`src/rtl/hex_scan_driver.sv`:
```
// hex_scan_driver
//   Time-multiplexes a packed hex value onto a common-anode 7-segment display.
//   The value and the decimal points are double-buffered. A load captures them
//   into a shadow register, and the shadow is committed to the displayed copy
//   only at a frame boundary, so a frame never shows a mix of old and new data.
//   Leading zero digits can be blanked. All display outputs are registered.
//
// Ports
//   clk_100MHz_i  in   system clock
//   rst_i         in   synchronous active-high reset, overrides everything
//   en_i          in   1 = scan runs; 0 = scan frozen and display dark
//   value_i       in   4*NUM_DIGITS  hex value, nibble k drives digit k (digit 0 rightmost)
//   dp_i          in   NUM_DIGITS    decimal point per digit, 1 = lit
//   load_i        in   1-cycle strobe that captures value_i/dp_i into the shadow
//   pending_o     out  shadow holds data not yet committed to the display
//   frame_o       out  high for the single cycle in which the last digit's slot ends
//   seg_o         out  {CG,CF,CE,CD,CC,CB,CA}, active-low
//   dp_o          out  DP, active-low
//   an_o          out  NUM_DIGITS  anode enables, active-low, an_o[k] = digit k
module hex_scan_driver #(
  parameter int DIGIT_TICKS = 100_000,
  parameter int NUM_DIGITS  = 8,
  parameter bit BLANK_LZ    = 1'b1
) (
  input  logic                    clk_100MHz_i,
  input  logic                    rst_i,
  input  logic                    en_i,
  input  logic [4*NUM_DIGITS-1:0] value_i,
  input  logic [NUM_DIGITS-1:0]   dp_i,
  input  logic                    load_i,
  output logic                    pending_o,
  output logic                    frame_o,
  output logic [6:0]              seg_o,
  output logic                    dp_o,
  output logic [NUM_DIGITS-1:0]   an_o
);

  localparam int TW = (DIGIT_TICKS > 1) ? $clog2(DIGIT_TICKS) : 1;
  localparam int IW = (NUM_DIGITS > 1) ? $clog2(NUM_DIGITS) : 1;
  localparam logic [TW-1:0] TICK_LAST = TW'(DIGIT_TICKS - 1);
  localparam logic [IW-1:0] DIG_LAST  = IW'(NUM_DIGITS - 1);
  localparam logic [NUM_DIGITS-1:0] AN_ONE = NUM_DIGITS'(1);

  // Active-low segment pattern {g,f,e,d,c,b,a} for one hex nibble.
  function automatic logic [6:0] seg_decode(input logic [3:0] nib);
    logic [6:0] s;
    case (nib)
      4'h0: s = 7'h40;
      4'h1: s = 7'h79;
      4'h2: s = 7'h24;
      4'h3: s = 7'h30;
      4'h4: s = 7'h19;
      4'h5: s = 7'h12;
      4'h6: s = 7'h02;
      4'h7: s = 7'h78;
      4'h8: s = 7'h00;
      4'h9: s = 7'h10;
      4'hA: s = 7'h08;
      4'hB: s = 7'h03;
      4'hC: s = 7'h46;
      4'hD: s = 7'h21;
      4'hE: s = 7'h06;
      default: s = 7'h0E;
    endcase
    return s;
  endfunction

  // Bit k set when digit k is a leading zero: k > 0 and every nibble from k
  // up to the most significant one is zero. Digit 0 is never blanked so a
  // zero value still shows a single "0".
  function automatic logic [NUM_DIGITS-1:0] lz_mask(input logic [4*NUM_DIGITS-1:0] v);
    logic [NUM_DIGITS-1:0] m;
    logic zero_above;
    m          = '0;
    zero_above = 1'b1;
    if (BLANK_LZ) begin
      for (int k = NUM_DIGITS - 1; k >= 1; k--) begin
        zero_above = zero_above && (v[4*k +: 4] == 4'h0);
        m[k]       = zero_above;
      end
    end
    return m;
  endfunction

  logic [TW-1:0]           tick_cnt_q,   tick_cnt_d;
  logic [IW-1:0]           dig_idx_q,    dig_idx_d;
  logic [4*NUM_DIGITS-1:0] shadow_val_q, shadow_val_d;
  logic [NUM_DIGITS-1:0]   shadow_dp_q,  shadow_dp_d;
  logic [4*NUM_DIGITS-1:0] disp_val_q,   disp_val_d;
  logic [NUM_DIGITS-1:0]   disp_dp_q,    disp_dp_d;
  logic                    pending_q,    pending_d;
  logic [NUM_DIGITS-1:0]   an_q,         an_d;
  logic [6:0]              seg_q,        seg_d;
  logic                    dp_q,         dp_d;

  logic                    tick;
  logic                    boundary;
  logic [3:0]              cur_nib;
  logic [NUM_DIGITS-1:0]   blank_mask;

  always_comb begin
    tick         = en_i && (tick_cnt_q == TICK_LAST);
    boundary     = tick && (dig_idx_q == DIG_LAST);

    tick_cnt_d   = tick_cnt_q;
    dig_idx_d    = dig_idx_q;
    shadow_val_d = shadow_val_q;
    shadow_dp_d  = shadow_dp_q;
    disp_val_d   = disp_val_q;
    disp_dp_d    = disp_dp_q;
    pending_d    = pending_q;
    an_d         = '1;
    seg_d        = 7'h7F;
    dp_d         = 1'b1;
    cur_nib      = disp_val_q[4*int'(dig_idx_q) +: 4];
    blank_mask   = lz_mask(disp_val_q);

    // Scan timing only advances while enabled; disabling freezes the position.
    if (en_i) begin
      tick_cnt_d = tick ? '0 : tick_cnt_q + 1'b1;
    end
    if (tick) begin
      dig_idx_d = (dig_idx_q == DIG_LAST) ? '0 : dig_idx_q + 1'b1;
    end

    // Commit reads the old shadow before a same-cycle load replaces it, so a
    // load landing on the boundary stays pending for the following frame.
    if (boundary && pending_q) begin
      disp_val_d = shadow_val_q;
      disp_dp_d  = shadow_dp_q;
      pending_d  = 1'b0;
    end
    if (load_i) begin
      shadow_val_d = value_i;
      shadow_dp_d  = dp_i;
      pending_d    = 1'b1;
    end

    // Drive the digit selected this cycle; outputs appear one cycle later.
    if (en_i) begin
      an_d  = ~(AN_ONE << dig_idx_q);
      seg_d = blank_mask[dig_idx_q] ? 7'h7F : seg_decode(cur_nib);
      dp_d  = ~disp_dp_q[dig_idx_q];
    end
  end

  always_ff @(posedge clk_100MHz_i) begin
    if (rst_i) begin
      tick_cnt_q   <= '0;
      dig_idx_q    <= '0;
      shadow_val_q <= '0;
      shadow_dp_q  <= '0;
      disp_val_q   <= '0;
      disp_dp_q    <= '0;
      pending_q    <= 1'b0;
      an_q         <= '1;
      seg_q        <= 7'h7F;
      dp_q         <= 1'b1;
    end else begin
      tick_cnt_q   <= tick_cnt_d;
      dig_idx_q    <= dig_idx_d;
      shadow_val_q <= shadow_val_d;
      shadow_dp_q  <= shadow_dp_d;
      disp_val_q   <= disp_val_d;
      disp_dp_q    <= disp_dp_d;
      pending_q    <= pending_d;
      an_q         <= an_d;
      seg_q        <= seg_d;
      dp_q         <= dp_d;
    end
  end

  assign pending_o = pending_q;
  assign frame_o   = boundary && !rst_i;
  assign an_o      = an_q;
  assign seg_o     = seg_q;
  assign dp_o      = dp_q;

endmodule

```
`config.mk`:
```
export PLATFORM = sky130hd
export DESIGN_NAME = hex_scan_driver
export DESIGN_NICKNAME = d
export VERILOG_FILES = /design/src/rtl/hex_scan_driver.sv
export SDC_FILE = /design/constraint.sdc
export NUM_CORES = 1
export LEC_CHECK = 0
export CORE_AREA = 2 2 108 110
export DETAILED_ROUTE_END_ITERATION = 12
export DIE_AREA = 0 0 110 112
export GPL_TIMING_DRIVEN = 0
export PLACE_DENSITY = 0.74
export SLEW_MARGIN = 40
export SYNTH_ARGS = -nofsm -noshare
export SYNTH_HDL_FRONTEND = slang
export SYNTH_SLANG_ARGS = --single-unit
```
`constraint.sdc`:
```
create_clock -name clk_100MHz_i -period 3.5 [get_ports clk_100MHz_i]
set_input_delay 0.7 -clock clk_100MHz_i [delete_from_list [all_inputs] [get_ports clk_100MHz_i]]
set_output_delay 0.7 -clock clk_100MHz_i [all_outputs]
set_load 0.005 [all_outputs]
```
# Yosys cells after proc, flatten, opt, wreduce, memory -nomap -nowiden
# Memory sizes are Yosys's and may differ from the RTL's. A register that Yosys moved wholly into a read port is not among the register bits.
# Index checks and enable logic that the tools add are counted.
# classes
n_eq_ne	2
magnitude_cmp	1
n_addsub	2
n_shift	2
div	0
n_mux	8
reduce_logical	21
mul	0
n_bitwise	3
# ops
operator	n
variable part select 32 x 6 -> 4 bit	1
zero test 4 bit	7
adder 17 x 1 -> 17 bit (second input constant)	1
== test 17 bit (second input constant)	1
two-way mux 17 bit	1
logical AND 1 bit	10
NOT 8 bit	1
<< shifter 1 x 3 -> 8 bit (first input constant)	1
binary-select mux 1 bit (select 3 bit)	2
< comparator 3 x 4 -> 1 bit (second input constant)	1
two-way mux 1 bit	4
adder 3 x 1 -> 3 bit (second input constant)	1
== test 3 bit (second input constant)	1
two-way mux 3 bit	1
OR reduction 3 bit	1
NOT 1 bit	2
nonzero test 2 bit	1
OR reduction 2 bit	1
zero test 1 bit	1
# totals
rom_bits	112
register_bits	110
mem_bits_rw	0
memories	1
latchBits	0
inputBits	44
elab_cells	49
# memory_table
name	depth	word_bits	read_ports	rd_ports_with_merged_regs	wr	line_no	rtl
(no name shown)	16	7	1	1	0	47	case (nib)

# Longest topological paths before layout
# Gate-level depths: netlist of run 1.
# depth
depth_word	10
depth_mapped	10

# Least setup slack after synthesis of run 1
# OpenSTA, ideal clock, no wires.
# synth_timing
kind	flip-flop to flip-flop
start	reg dig_idx_q[0]
end	reg seg_q[3] (netlist: seg_o[3])
path_slack_ns	0.924
stages_incl_launch_ff	10
setup_ns	0.155
arrival_ns	2.421
cell_sequence	dfxtp_1 -> buf_2 -> buf_2 -> mux4_2 -> mux2i_1 -> inv_1 -> ha_1 -> mux2_2 -> nor2_1 -> o21ai_0
# synth_via
elab_chain_cells	3
elab_cells_between_ends	4
cone_classes	shift (1); mux (2); reduce/logical (1)
# synth_rtl
item	line_no	rtl
start, declared	86	logic [IW-1:0] dig_idx_q, dig_idx_d;
start signal, assigned	161	dig_idx_q <= dig_idx_d;
parallel branches: the longest is 3 deep, another holds variable part select 32 x 6 -> 4 bit	-	
end, declared	93	logic [6:0] seg_q, seg_d;
# Parallel ways; which one is timed is not known. The select of a mux whose other input is x is not followed.
# A chain may end at the register's enable or synchronous reset.

# Final worst setup path of run 1
# layout_timing
start	reg tick_cnt_q[0]
end	out frame_o
# layout_via
elab_chain_cells	4
# layout_rtl
item	line_no	rtl
start, declared	85	logic [TW-1:0] tick_cnt_q, tick_cnt_d;
start signal, assigned	160	tick_cnt_q <= tick_cnt_d;
== test 17 bit	102	tick = en_i && (tick_cnt_q == TICK_LAST);
logical AND 1 bit	102	
logical AND 1 bit	103	boundary = tick && (dig_idx_q == DIG_LAST);
logical AND 1 bit	174	assign frame_o = boundary && !rst_i;
end, declared	32	output logic frame_o,
# No other way between the ends.

==> summary.md, run 1 <==
| Metric | Value |
|---|---|
| Status | `completed` |
| CTS Root Cell | `clkbuf_16` |
| Rows | `39` |
| Seq cells post-synth | `117` |
| Pins Over Slew Limit | `0` |
| Worst rel slew slack | `0.463` |
| Routability Congestion | `0.863` |
| Final min period | `3350 ps` |
| PwrDens | `521 mW/mm^2` |
| Largest net degree at the start of global routing | `17` |
| Total chip power | `0.00328 W` |
| Antenna violations before repair | `0` |
| First-pass GRT wire length | `18000 um` |
| Skew-Pair Late Insertion Delay | `420 ps` |
| Post-Synth Adder-Cell Area | `0.0331` |
| Die height | `112 um` |
| Nets | `660` |
| Required @ worst endpoint | `2800 ps` |
| Maximum net fanout on the critical path | `7` |
| WL final | `10900 um` |
| Net Count, Synth | `581` |
| Overall Global Routing Usage | `0.188` |
| Least-Margin Pin Slew | `806 ps` |
| N_diodes | `0` |
| Hold WC Path Type | `flop to flop` |
| Reg clk slew, reported paths | `50 ps` |
| Max frequency | `299 MHz` |
| TritonCTS clock tree | `done` |
| Synth Warn # | `0` |
| Starting Density | `0.440` |
| Met1 WL | `4660 um` |
| Synthesized area | `0.00492 mm^2` |
| Drt first pass iters | `6` |
| Portion of netlist area occupied by mux cells | `0.144` |
| Fin util | `0.563` |
| Via density | `5.24` |
| Top FF cell, synth | `dfxtp_1` |
| Die ar. | `0.0123 mm^2` |
| Max Used Layer | `met4` |
| Deepest clock path buffer count | `2` |
| Compound-Gate Fraction of Synth Area | `0.0817` |
| Simple-gate share of the synthesized area | `0.195` |
| Die width | `110 um` |
| DP Wirelength | `7730 um` |
| Worst vdd ir | `0.250 mV` |
| Largest family of logic cells by synthesized area | `simple AND/OR/NAND/NOR gates` |
| WL met3 | `568 um` |
| Worst Setup End Kind | `output pin` |
| Final Cycle Share | `0.957` |
| XOR/XNOR Fraction of Synth Area | `0.0267` |
| Sequential cell area fraction in the yosys report | `0.476` |
| Static Leakage | `2.41 nW` |
| Critical setup path kind | `flop to output pin` |
| Worst EP arrival | `2650 ps` |
| Syn Inst Count | `524` |
| Num CTS Buffers | `17` |
| Via Count | `3969` |
| Area Growth Syn to Fin | `28.0%` |
| Startpoint Class | `flop` |
| IO Port Bufs | `59` |
| MaxCap Viol Count | `0` |
| Met2 Wirelength | `5480 um` |
| Synth unique cells | `43` |
| CTS Sinks | `117` |
| Asr flop ratio synth | `0` |
| Initial DRC Count | `159` |
| RSZ-0062 raised after global routing | `false` |
| H-Tree Depth | `4` |
| EDFF count, synth | `0` |
| Vias in the first global route | `3892` |
| Core Area | `0.0112 mm^2` |
| Remaining Overflow, GRT | `0` |
| I/O Pins | `62` |
| Clk_skew | `9.33 ps` |
| DR WL/cell | `14.4 um` |
| Antenna viol nets, final | `0` |
| Post-route DRC | `0` |
| Syn Area/Cell | `9.38 um^2` |
| Endpoints failing hold | `0` |
| Layout cell share with drive strength beyond 1 | `0.120` |
| Finish-stage setup viols | `0` |
[timing repair]
action / 4_1_cts / 5_1_grt
endpoints found under the setup margin: 1 / 0
resized for setup: 1 / 0
hold buffers: 0 / 0
setup buffers: 1 / 0
[metal layers]
metal  vias to the layer above  GRT usage
li1                       1951          -
met1                      1887      0.227
met2                       115      0.317
met3                        16     0.0427
met4                         0     0.0819
met5                         -          0
[power by group]
| part | total [W] | switching (W) | internal (W) | leakage [nW] |
|---|---|---|---|---|
| clock network | 0.00174 | 0.000591 | 0.00115 | 0.282 |
| logic | 0.000155 | 0.0000686 | 0.0000859 | 1.18 |
| registers | 0.00139 | 0.0000189 | 0.00137 | 0.953 |
| total | 0.00328 | 0.000678 | 0.00260 | 2.41 |
[critical path: stages, from the launching register on]
cell and delay [ps]:
dfxtp_1 400, ha_1 240, inv_1 90, nor2_1 400, nand4_1 240, nor3b_1 310, clkdlybuf4s50_1 560
[through the flow]
| step | hold WS, ps | cells | setup WS (ps) | TNS [ps] | cell area, um^2 |
|---|---|---|---|---|---|
| final | 458 | 758 | 150 | 0 | 6290 |
| after global routing | 476 | 758 | 73.4 | 0 | 6290 |
| after CTS | 460 | 758 | 156 | 0 | 6290 |
| after detailed placement | 448 | 726 | -21.9 | -21.9 | 5690 |
| after global placement | 438 | 726 | -10.1 | -10.1 | 5690 |
| after floorplan | 429 | 524 | 924 | 0 | 4920 |
[layout make-up]
cell class                 instances  area (um^2)
timing repair buffer              60          598
sequential                       117         2340
inverter                           8         30.0
tap                              143          179
fill                             941         4880
multi-input combinational        368         2370
clock inverter                     9          128
clock buffer                      22          464
buffer                            31          183
[path summary, 6_finish.rpt]
path	start	to	slack, ps	depth (start not counted)
worst min-delay path	disp_val_q[2]	disp_val_q[2]	460	2
worst max-delay path	tick_cnt_q[0]	frame_o	150	6
worst max register to register	dig_idx_q[0]	seg_o[3]	480	9
worst min register to register	disp_val_q[2]	disp_val_q[2]	460	2
[synthesized netlist by cell type, drive strengths merged (4+ instances only)]
library cell / number / area share
a21oi: 49 / 0.061
dfxtp: 117 / 0.48
xnor2: 4 / 0.0071
nand2: 104 / 0.079
nor2: 66 / 0.050
mux2i: 46 / 0.094
mux4: 10 / 0.046
nor2b: 4 / 0.0051
inv: 8 / 0.0061
nand3: 10 / 0.010
nand4: 10 / 0.013
xor2: 11 / 0.020
o21ai: 5 / 0.0051
nor3: 4 / 0.0064
ha: 13 / 0.033
clkbuf: 11 / 0.0084
buf: 20 / 0.028
nor4: 7 / 0.0089
[placed cells by master (no fill, tap or decap), drive strengths merged, types with 3 or more instances in the layout]
| master | instances |
|---|---|
| nand3 | 10 |
| mux4 | 10 |
| xor2 | 11 |
| clkinv | 3 |
| xnor2 | 4 |
| nor2 | 66 |
| nor3 | 4 |
| bufinv | 3 |
| nand4 | 10 |
| ha | 13 |
| inv | 8 |
| clkbuf | 33 |
| nand2 | 104 |
| nand2b | 3 |
| nor4 | 7 |
| dfxtp | 117 |
| nor2b | 4 |
| mux2i | 46 |
| clkinvlp | 3 |
| buf | 21 |
| o21ai | 5 |
| clkdlybuf4s50 | 59 |
| a21oi | 49 |
[cells by family after synthesis]
group,Yosys count
XOR/XNOR,15
AND/OR/NAND/NOR,219
adder cells (fa/ha/maj),13
buffers and inverters,39
flip-flops,117
multiplexers,58
AO/OA/AOI/OAI,63
[registers in the layout (all words and copies together) (netlist names)]
name	cells
shadow_val_q	32
an_o	8
disp_dp_q	8
dig_idx_q	3
disp_val_q	32
tick_cnt_q	17
seg_o	7
pending_o	1
shadow_dp_q	8
dp_o	1
Power figures use the tool's default switching activity.
==> run 2, diff against run 1 <==
Settings changed: CTS_CLUSTER_SIZE from default to 20.
==> results of run 2 <==
The final DEF is identical to that of run 1; final timing and power are the same.
==> run 3, diff against run 2 <==
Settings changed: CORE_AREA 2 2 108 110 to 2 2 97 122, DIE_AREA 0 0 110 112 to 0 0 99 124, SETUP_SLACK_MARGIN from default to 0.02, SLEW_MARGIN 40 to default.
==> run 3 against run 2 <==
Net effect: global-route usage decreased by 0.27 points; wire length fell by 1.3%; critical path depth decreased by 1; total power rose by 1.3%; clock skew shrank 0.87 ps; setup slack improved by 73 ps; sequential share of layout area shrank 0.10 points; fmax grew 2.2%; first-iteration DRC count grew 13%; hold slack improved by 0.62 ps; non-clock buffer count unchanged; critical endpoint unchanged; highest routed layer unchanged.
==> summary.md, run 3 (same netlist as run 1, synthesis figures left out) <==
| Metric | Value |
|---|---|
| Status | `completed` |
| Routability Congestion | `0.861` |
| CTS Sinks | `117` |
| Core Area | `0.0110 mm^2` |
| Worst r2r src | `dig_idx_q[0]` |
| H-Tree Depth | `4` |
| I/O Pins | `62` |
| Sequential Area | `0.00234 mm^2` |
| Finish-stage setup viols | `0` |
| Setup total negative slack | `0 ps` |
| Multi-input gate area | `0.00236 mm^2` |
| Fillcell total | `906` |
| Flop pwr share | `0.417` |
| Hold WC Path Type | `flop to flop` |
| Cell depth of the worst flop-to-flop path | `9` |
| Fin util | `0.572` |
| N_diodes | `0` |
| Worst Setup End Kind | `output pin` |
| Remaining Overflow, GRT | `0` |
| MaxCap Viol Count | `0` |
| Least-Margin Pin Slew | `818 ps` |
| Via Count | `3860` |
| Final Cycle Share | `0.936` |
| Top Registers | `disp_val_q: 32 flops, shadow_val_q: 32 flops, tick_cnt_q: 17 flops` |
| Num CTS Buffers | `17` |
| Drt first pass iters | `4` |
| Maximum net fanout on the critical path | `10` |
| Largest net degree at the start of global routing | `17` |
| Worst EP arrival | `2580 ps` |
| Final Instance Count excl. Fillers | `751` |
| CTS Root Cell | `clkbuf_16` |
| DP Area | `0.00568 mm^2` |
| Hold-fix buffers at CTS | `0` |
| PwrDens | `526 mW/mm^2` |
| TritonCTS clock tree | `done` |
| Delay-heaviest family, CP | `buffers and inverters` |
| Deepest clock path buffer count | `2` |
| FF-to-FF setup slack | `430 ps` |
| Die ar. | `0.0123 mm^2` |
| Commonest non-fill, non-tap cell in the layout | `dfxtp_1` |
| Initial DRC Count | `180` |
| Post-route DRC | `0` |
| Via density | `5.14` |
| Worst hold slack | `459 ps` |
| Overall Global Routing Usage | `0.186` |
| Nets | `660` |
| Skew-Pair Late Insertion Delay | `410 ps` |
| Max frequency | `305 MHz` |
| CP max stage cell | `clkdlybuf4s50_1` |
| Worst vdd ir | `0.311 mV` |
| Hold path depth | `2` |
| IO Port Bufs | `59` |
| Finished Cell Area | `0.00631 mm^2` |
| Total placed cells including tap cells | `718` |
| Hold endpoint | `disp_dp_q[5]` |
| CP bufs+invs | `4` |
| Rows | `43` |
| WL final | `10800 um` |
| Reg clk slew, reported paths | `50 ps` |
| Min-delay src | `disp_dp_q[5]` |
| Clk_skew | `8.45 ps` |
| Sw Ratio | `0.211` |
| Crit-path cells | `clkdlybuf4s50_1, clkbuf_1, buf_2, nor3b_1, clkdlybuf4s50_1` |
| Clk pwr share | `0.536` |
| Critical setup path kind | `input pin to output pin` |
| Final min period | `3280 ps` |
| Die width | `99 um` |
| DP Wirelength | `7860 um` |
| Most frequent CP cell | `clkdlybuf4s50_1` |
| First-pass GRT wire length | `17800 um` |
| Static Leakage | `2.43 nW` |
| Worst rel slew slack | `0.453` |
| Largest stage delay, worst path | `550 ps` |
| Starting Density | `0.446` |
| Area Growth Syn to Fin | `28.4%` |
| Antenna violations before repair | `0` |
| Pins Over Slew Limit | `0` |
| R2r endpoint | `seg_o[3]` |
| Commonest non-fill, non-tap cells in the layout | `117 x dfxtp_1, 104 x nand2_1, 66 x nor2_1` |
| Endpoints failing hold | `0` |
| Die height | `124 um` |
| Startpoint Class | `input pin` |
| Comb pwr share | `0.047` |
| DR WL/cell | `14.3 um` |
| Layout cell share with drive strength beyond 1 | `0.125` |
| Required @ worst endpoint | `2800 ps` |
| RSZ-0062 raised after global routing | `false` |
| NetSw | `0.000702 W` |
| Internal | `0.00262 W` |
| Vias in the first global route | `3878` |
| Antenna viol nets, final | `0` |
run 3: cell types whose count changed in the layout (fill, tap and decap cells not counted):
cell,change
o32ai_1,+1
clkinv_4,+5
clkinv_2,-3
inv_6,+2
o32ai_2,-1
clkbuf_1,-3
run 3: timing repair:
| action | 4_1_cts | 5_1_grt |
|---|---|---|
| endpoints found under the setup margin | 1 | 0 |
| setup buffers | 1 | 0 |
| hold endpoints to repair | 0 | 0 |
| gates resized for setup | 1 | 0 |
run 3: how the worst max path moves through the flow:
stage / startpoint / to / slack, ps / depth (start not counted)
after global placement: en_i / frame_o / -40 / 6
after global routing: rst_i / frame_o / 110 / 5
after CTS: rst_i / frame_o / 190 / 5
final: rst_i / frame_o / 220 / 5
after detailed placement: en_i / frame_o / -90 / 6
after floorplan: dig_idx_q[0] / seg_o[3] / 920 / 9
run 3: layout make-up:
cell class,instances,share of cell area
plain buffers,31,0.0289
repair buffers,60,0.0947
inverters,8,0.00476
multi-input cells,368,0.374
flip-flops and latches,117,0.371
clock inverters,13,0.0276
clock buffers,19,0.0718
well taps,135,0.0268
run 3: worst min-delay path: stages (launching register included):
cell and delay [ps]:
dfxtp_1 310, nand2_1 50, a21oi_1 50
run 3: layer usage:
layer	vias to the layer above	GRT usage	part of all wire
li1	1952	-	-
met1	1799	0.197	0.41
met2	87	0.335	0.53
met3	22	0.0578	0.034
met4	0	0.0890	0.028
met5	-	0	0
run 3: power by group through the flow:
stage / Combinational, W / Clock, W / Sequential, W
6_report: 0.000155 / 0.00178 / 0.00139
5_1_grt: 0.000171 / 0.00188 / 0.00139
4_1_cts: 0.000157 / 0.00181 / 0.00139
3_5_place_dp: 0.000156 / 0 / 0.00141
3_3_place_gp: 0.000151 / 0 / 0.00141
2_1_floorplan: 0.0000783 / 0 / 0.00141
run 3: through the flow:
stage / total power (W) / worst slack, ps
finish: 0.00332 / 223
global route: 0.00344 / 110
CTS: 0.00335 / 187
detailed placement: 0.00157 / -85.1
global placement: 0.00156 / -35.6
floorplan: 0.00149 / 924
